`config.mk`:
```
export PLATFORM = sky130hd
export DESIGN_NAME = pipe_ctrl
export DESIGN_NICKNAME = d
export VERILOG_FILES = /design/src/rtl/pipe_ctrl.sv
export SDC_FILE = /design/constraint.sdc
export NUM_CORES = 1
export LEC_CHECK = 0
export CAP_MARGIN = 20
export CORE_MARGIN = 3
export CORE_UTILIZATION = 36
export DETAILED_ROUTE_END_ITERATION = 8
export PLACE_DENSITY = 0.8
export REMOVE_ABC_BUFFERS = 1
export SETUP_SLACK_MARGIN = 0.1
export SLEW_MARGIN = 20
export SYNTH_ARGS = -nofsm -noshare
export SYNTH_HDL_FRONTEND = slang
export SYNTH_SLANG_ARGS = --single-unit
export TNS_END_PERCENT = 10
```
`constraint.sdc`:
```
create_clock -name clk_in -period 3 [get_ports clk_in]
set_clock_uncertainty 0.1 [all_clocks]
set_input_delay 0.6 -clock clk_in [delete_from_list [all_inputs] [get_ports clk_in]]
set_output_delay 0.6 -clock clk_in [all_outputs]
set_load 0.01 [all_outputs]
```
`src/rtl/pipe_ctrl.sv`:
```
// Pipeline hazard/stall controller: memory-wait stall with timeout, jump flush, load-use bubble.
// Optional performance counters are enabled by defining PIPE_CTRL_PERF_EN.
module pipe_ctrl #(
  parameter int MEM_TIMEOUT = 255,
  parameter int TO_WIDTH    = 16,
  parameter int RADDR_WIDTH = 5,
  parameter int ADDR_WIDTH  = 32
) (
  input  logic                   clk_in,
  input  logic                   reset_in,
  input  logic [RADDR_WIDTH-1:0] id_rs1_addr_in,
  input  logic                   id_rs1_read_in,
  input  logic [RADDR_WIDTH-1:0] id_rs2_addr_in,
  input  logic                   id_rs2_read_in,
  input  logic                   ex_is_load_in,
  input  logic [RADDR_WIDTH-1:0] ex_rd_in,
  input  logic                   ex_jump_in,
  input  logic [ADDR_WIDTH-1:0]  ex_jump_addr_in,
  input  logic                   mem_req_in,
  input  logic                   mem_ready_in,
  output logic [5:0]             stall_out,
  output logic                   jump_flush_out,
  output logic [ADDR_WIDTH-1:0]  jump_addr_out,
  output logic                   bus_err_out,
`ifdef PIPE_CTRL_PERF_EN
  output logic [31:0]            stall_cycles_out,
  output logic [31:0]            flush_count_out,
`endif
  output logic                   busy_out
);

  // Handshake: mem_req_in with mem_ready_in high completes the access in that
  // cycle; req without ready holds PC..MEM until ready or timeout.

  typedef enum logic {RUN = 1'b0, MEM_WAIT = 1'b1} state_t;

  localparam logic [5:0] STALL_MEM  = 6'b011111;
  localparam logic [5:0] STALL_LOAD = 6'b000111;

  state_t              state, state_next;
  logic [TO_WIDTH-1:0] wait_cnt, wait_cnt_next;
  logic                bus_err_q, bus_err_next;
  logic                load_use, timeout_hit, mem_hold;

  always_ff @(posedge clk_in) begin
    if (reset_in) begin
      state     <= RUN;
      wait_cnt  <= '0;
      bus_err_q <= 1'b0;
    end else begin
      state     <= state_next;
      wait_cnt  <= wait_cnt_next;
      bus_err_q <= bus_err_next;
    end
  end

  always_comb begin
    load_use = ex_is_load_in && (ex_rd_in != '0) &&
               ((id_rs1_read_in && (id_rs1_addr_in == ex_rd_in)) ||
                (id_rs2_read_in && (id_rs2_addr_in == ex_rd_in)));
    timeout_hit = (state == MEM_WAIT) && !mem_ready_in &&
                  (wait_cnt == TO_WIDTH'(MEM_TIMEOUT));
    if (state == RUN) mem_hold = mem_req_in && !mem_ready_in;
    else              mem_hold = !mem_ready_in && !timeout_hit;
  end

  always_comb begin
    state_next    = state;
    wait_cnt_next = wait_cnt;
    bus_err_next  = 1'b0;
    case (state)
      RUN: begin
        if (mem_req_in && !mem_ready_in) begin
          state_next    = MEM_WAIT;
          wait_cnt_next = TO_WIDTH'(1);
        end
      end
      MEM_WAIT: begin
        if (mem_ready_in) begin
          state_next    = RUN;
          wait_cnt_next = '0;
        end else if (timeout_hit) begin
          state_next    = RUN;
          wait_cnt_next = '0;
          bus_err_next  = 1'b1;
        end else if (wait_cnt != '1) begin
          wait_cnt_next = wait_cnt + TO_WIDTH'(1);
        end
      end
      default: state_next = RUN;
    endcase
  end

  // Mealy outputs; a jump arriving during a memory wait is simply not issued,
  // the held EXE stage re-presents it on the release cycle.
  always_comb begin
    stall_out      = '0;
    jump_flush_out = 1'b0;
    jump_addr_out  = '0;
    bus_err_out    = 1'b0;
    busy_out       = 1'b0;
    if (!reset_in) begin
      bus_err_out = bus_err_q;
      busy_out    = (state != RUN);
      if (mem_hold) begin
        stall_out = STALL_MEM;
      end else if (ex_jump_in) begin
        jump_flush_out = 1'b1;
        jump_addr_out  = ex_jump_addr_in;
      end else if (load_use) begin
        stall_out = STALL_LOAD;
      end
    end
  end

`ifdef PIPE_CTRL_PERF_EN
  always_ff @(posedge clk_in) begin
    if (reset_in) begin
      stall_cycles_out <= '0;
      flush_count_out  <= '0;
    end else begin
      if (stall_out != '0) stall_cycles_out <= stall_cycles_out + 32'd1;
      if (jump_flush_out)  flush_count_out  <= flush_count_out + 32'd1;
    end
  end
`endif

endmodule

```
== Yosys cells after proc, flatten, opt, wreduce, memory -nomap -nowiden ==
Cells that the tools add are included.
Word-level totals
  register bits: 18
  bits in latches: 0
  RAM bits: 0
  memory bits (read-only): 0
  input bits: 55
  word-level logic and storage cells: 48
  memories kept: 0
Cells by class
  $add $sub $neg: 1
  $mul: 0
  divide/modulo/power cells: 0
  magnitude comparators: 0
  equal/unequal tests: 6
  shift-type cells: 0
  mux-type cells: 23
  bitwise operators: 1
  reductions and logical operators: 14
Operators by type and width (number)
  32-bit 2-to-1 mux: 3
  16-bit 2-to-1 mux: 4
  16-bit one-hot mux with 2 select lines: 1
  16-bit by 1-bit adder with 16-bit output, second input constant: 1
  16-bit by 8-bit equality test with 1-bit output, second input constant: 1
  16-bit inequality test, second input constant: 1
  5-bit equality test: 2
  1-bit 2-to-1 mux: 10
  5-bit 2-to-1 mux: 2
  1-bit logical AND: 8
  3-bit 2-to-1 mux: 2
  5-bit nonzero test: 1
  4-bit by 2-bit inequality test with 1-bit output, second input constant: 1
  3-bit OR reduction: 1
  1-bit zero test: 2
  2-bit by 1-bit inequality test with 1-bit output, second input constant: 1
  1-bit one-hot mux with 2 select lines: 1
  2-bit AND reduction: 1
  1-bit logical OR: 1
  1-bit inverter: 1

== Depth between registers and ports, before layout ==
  depth after elaboration: 8
  mapped depth: 8
  mapped depth without buffers: 6

== Worst setup path before layout ==
No wires, ideal clock.
  path kind: flip-flop to output port
  from: register wait_cnt[0]
  to: output stall_out[1]
  data arrival time: 2.008 ns
  data required time: 2.300 ns
  slack: 0.292 ns
  cell stages (with the launch flop): 9
  cells stage by stage: dfxtp_1 ha_1 and4_1 buf_2 a41o_1 a21oi_2 nor2b_1 o21bai_1 buf_4
On the way
  word-level cells in the longest chain between the ends: 7
RTL lines
  start, declared: line 41  | logic [TO_WIDTH-1:0] wait_cnt, wait_cnt_next;
  start signal, assigned: line 52  | wait_cnt <= wait_cnt_next;
  16-bit by 8-bit equality test with 1-bit output: line 62  | (wait_cnt == TO_WIDTH'(MEM_TIMEOUT));
  1-bit logical AND: line 61  | timeout_hit = (state == MEM_WAIT) && !mem_ready_in &&
  1-bit zero test: line 64  | else mem_hold = !mem_ready_in && !timeout_hit;
  1-bit logical AND: line 64
  1-bit 2-to-1 mux: line 63  | if (state == RUN) mem_hold = mem_req_in && !mem_ready_in;
  5-bit 2-to-1 mux: line 105  | if (mem_hold) begin
  5-bit 2-to-1 mux: line 102  | if (!reset_in) begin
  end, declared: line 21  | output logic [5:0] stall_out,
Every way passes these cells.

== Final worst setup path ==
  from: input ex_rd_in[2]
  to: output stall_out[0]
On the way
  word-level cells in the longest chain between the ends: 8
  elaborated cells between the ends (all ways): 12
  classes of those cells: eq/ne: 2; mux: 4; reduce/logical: 6
RTL lines
  start, declared: line 16  | input logic [RADDR_WIDTH-1:0] ex_rd_in,
  5-bit equality test (on tied branches): line 59, 60
  1-bit logical AND (on tied branches): line 59, 60
  1-bit logical OR: line 59  | ((id_rs1_read_in && (id_rs1_addr_in == ex_rd_in)) ||
  1-bit logical AND *: line 58  | load_use = ex_is_load_in && (ex_rd_in != '0) &&
  3-bit 2-to-1 mux *: line 110  | end else if (load_use) begin
  3-bit 2-to-1 mux *: line 107  | end else if (ex_jump_in) begin
  5-bit 2-to-1 mux *: line 105
  5-bit 2-to-1 mux *: line 102
Every way passes the cells marked *; elsewhere a longest branch is shown, timed or not.

==> qor.yml <==
status: "finished, final reports clean"
fin_nets: 344
antenna_found_initial: 0
ys_warn_count: 0
hold_end: "wait_cnt[7]$_SDFFE_PP0P_"
place_area_um2: 2500
arrival_ps: 2110
cts_hold_buf: 0
root_buffer: "clkbuf_8"
p_switching_mw: 0.166
insertion_delay_ps: 260
die_w_um: 69.9
syn_inst: 177
drt-total-wl_mm: 5.01
power_per_cell_area_nw_per_um2: 250
core_area_um2: 3800
reg2regPathDepth: 6
dr_total_vias: 1705
grt_max_degree: 18
final_area_um2: 2630
fin_crit_sh_pct: 93.6
worstSetupStartpointType: "input pin"
grt_first_pass_wirelength_mm: 8.04
ys_seq_area_share_pct: 24.5
row_count: 22
dp_hpwl_mm: 3.77
cp_max_fo: 3
final_common_cell: "clkdlybuf4s50_1"
hp-class: "reg2reg"
async_reset_ff_share_pct: 0
post-route-util_pct: 69.3
internal-power_mw: 0.493
path_clk_slew_ps: 70
p_clk_share_pct: 29.9
diodes: 0
place_congestion: 0.913
viasPerCell: 5.09
cts.sinks: 18
p_leak_nw: 1.13
reg2reg_from: "wait_cnt[1]$_SDFFE_PP0P_"
setup_viol: 0
worstPathRequired_ps: 2300
io_buffers: 94
hold_path_depth: 2
syn_area_um2: 1470
worstSetupPathType: "in2out"
r2r_slack_ps: 1010
final_max_slew_viol_count: 0
die_h_um: 69.9
drtIter0Drc: 98
final_layout_size_suffix_gt1_share_pct: 24.7
finalPower_mw: 0.659
hold_violations: 0
final_cell_mix: "clkdlybuf4s50_1, and2_1, buf_2, buf_4, nor2_1"
yosysTopAreaCell: "dfxtp_1"
grt_pass1_vias: 1616
ios: 96
power.sequential.fraction_pct: 37.3
clock_path_buffers: 2
synth_top_area_share_pct: 24.5
hold_start: "wait_cnt[7]$_SDFFE_PP0P_"
wl_per_cell_um: 15.0
cts_tree: "built"
cts-buffers-inserted: 3
synth_area_leaders: "dfxtp_1, and2_1, xnor2_1"
fmax_mhz: 356
tns_ps: 0
remaining_drc_errors: 0
die_area_um2: 4880
irDropWorstVdd_mv: 0.137
synthDistinctLibCells: 46
grt_overflow: 0
reg2reg_to: "wait_cnt[0]$_SDFFE_PP0P_"
timing.final.crit_period_ps: 2810
start_util_pct: 38.7
cts_max_level: 1
grt_setup_unrepaired: "yes"
synth_flop_cell: "dfxtp_1"
cap_viol_max_count: 0
grt_use_total_pct: 19.8
ys_ff_latch: 18
firstDrtPassIters: 4
area_growth_pct: 79.2
combPwrFrac_pct: 32.8
syn_avg_cell_area_um2: 8.30
synth_edf_count: 0
crit_path_end_kind: "primary output"
switching_share_pct: 25.2
postRouteAntennaNets: 0
## critical path, cell delays in order
cell	delay [ps]
clkdlybuf4s50_1	460
xor2_1	180
nor4_1	290
and3_1	200
a31oi_1	50
o21bai_2	170
buf_2	160
## synth_stat cells, types with 3 or more instances
| cell | instances |
|---|---|
| a21oi_1 | 3 |
| and2_1 | 32 |
| and3_1 | 3 |
| and4_1 | 3 |
| buf_2 | 3 |
| buf_4 | 4 |
| buf_6 | 3 |
| dfxtp_1 | 18 |
| inv_1 | 4 |
| nand2_1 | 7 |
| nand3_1 | 5 |
| nor2_1 | 16 |
| nor2b_1 | 4 |
| nor3_1 | 10 |
| nor4_1 | 5 |
| nor4_4 | 3 |
| xnor2_1 | 13 |
| xor2_1 | 8 |
## worst max path at each step
stage                        startpoint               end  slack (ps)  depth (start not counted)
2_1_floorplan  wait_cnt[0]$_SDFFE_PP0P_  jump_addr_out[0]         310                          6
3_3_place_gp               mem_ready_in      stall_out[1]        -260                          6
3_5_place_dp                ex_rd_in[4]      stall_out[0]        -320                          7
4_1_cts                      mem_req_in  jump_addr_out[5]          80                          9
5_1_grt                     ex_rd_in[2]      stall_out[0]          60                          7
6_report                    ex_rd_in[2]      stall_out[0]         190                          7
## flip-flops by register name, summed over array words and instances (netlist names)
signal and count:
bus_err_q 1, wait_cnt 16, state 1
## metal layers
metal  up-vias  global-route usage [%]  part of all wire (%)
li1        841                       -                     -
met1       780                    25.0                    41
met2        79                    35.7                    51
met3         5                    4.03                   7.0
met4         0                    1.91                  0.28
met5         -                       0                     0
## cells by family after synthesis
group                    share of synthesized area (%)
AND/OR/NAND/NOR                                   42.8
AO/OA/AOI/OAI                                     12.4
XOR/XNOR                                          12.5
flip-flops                                        24.5
buffers and inverters                             6.64
adder cells (fa/ha/maj)                          0.852
other                                            0.255
## metrics by stage
stage	setup slack [ps]	std cells	hold WS, ps
global route	57.9	335	446
floorplan	309	166	361
CTS	78.0	328	403
detailed placement	-320	322	392
finish	192	335	403
global placement	-264	322	383
## timing repair
item	4_1_cts	5_1_grt
resized for setup	120	16
endpoints found under the setup margin	38	36
cloned	1	2
setup buffers	1	5
pin swaps	3	6
## power by group through the flow
| stage | clock (mW) | combinational (mW) | sequential, mW |
|---|---|---|---|
| finish | 0.197 | 0.216 | 0.246 |
| global route | 0.212 | 0.232 | 0.246 |
| CTS | 0.203 | 0.203 | 0.246 |
| detailed placement | 0 | 0.210 | 0.251 |
| global placement | 0 | 0.208 | 0.251 |
| floorplan | 0 | 0.0664 | 0.250 |
## cell type report
class	count	area, um2
tap	48	60.1
timing repair buffer	117	1080
inverter	4	15.0
multi-input combinational	144	1050
sequential	18	373
fill	314	1170
clock buffer	4	55.1
No activity file was read; power rests on OpenSTA's default activity.
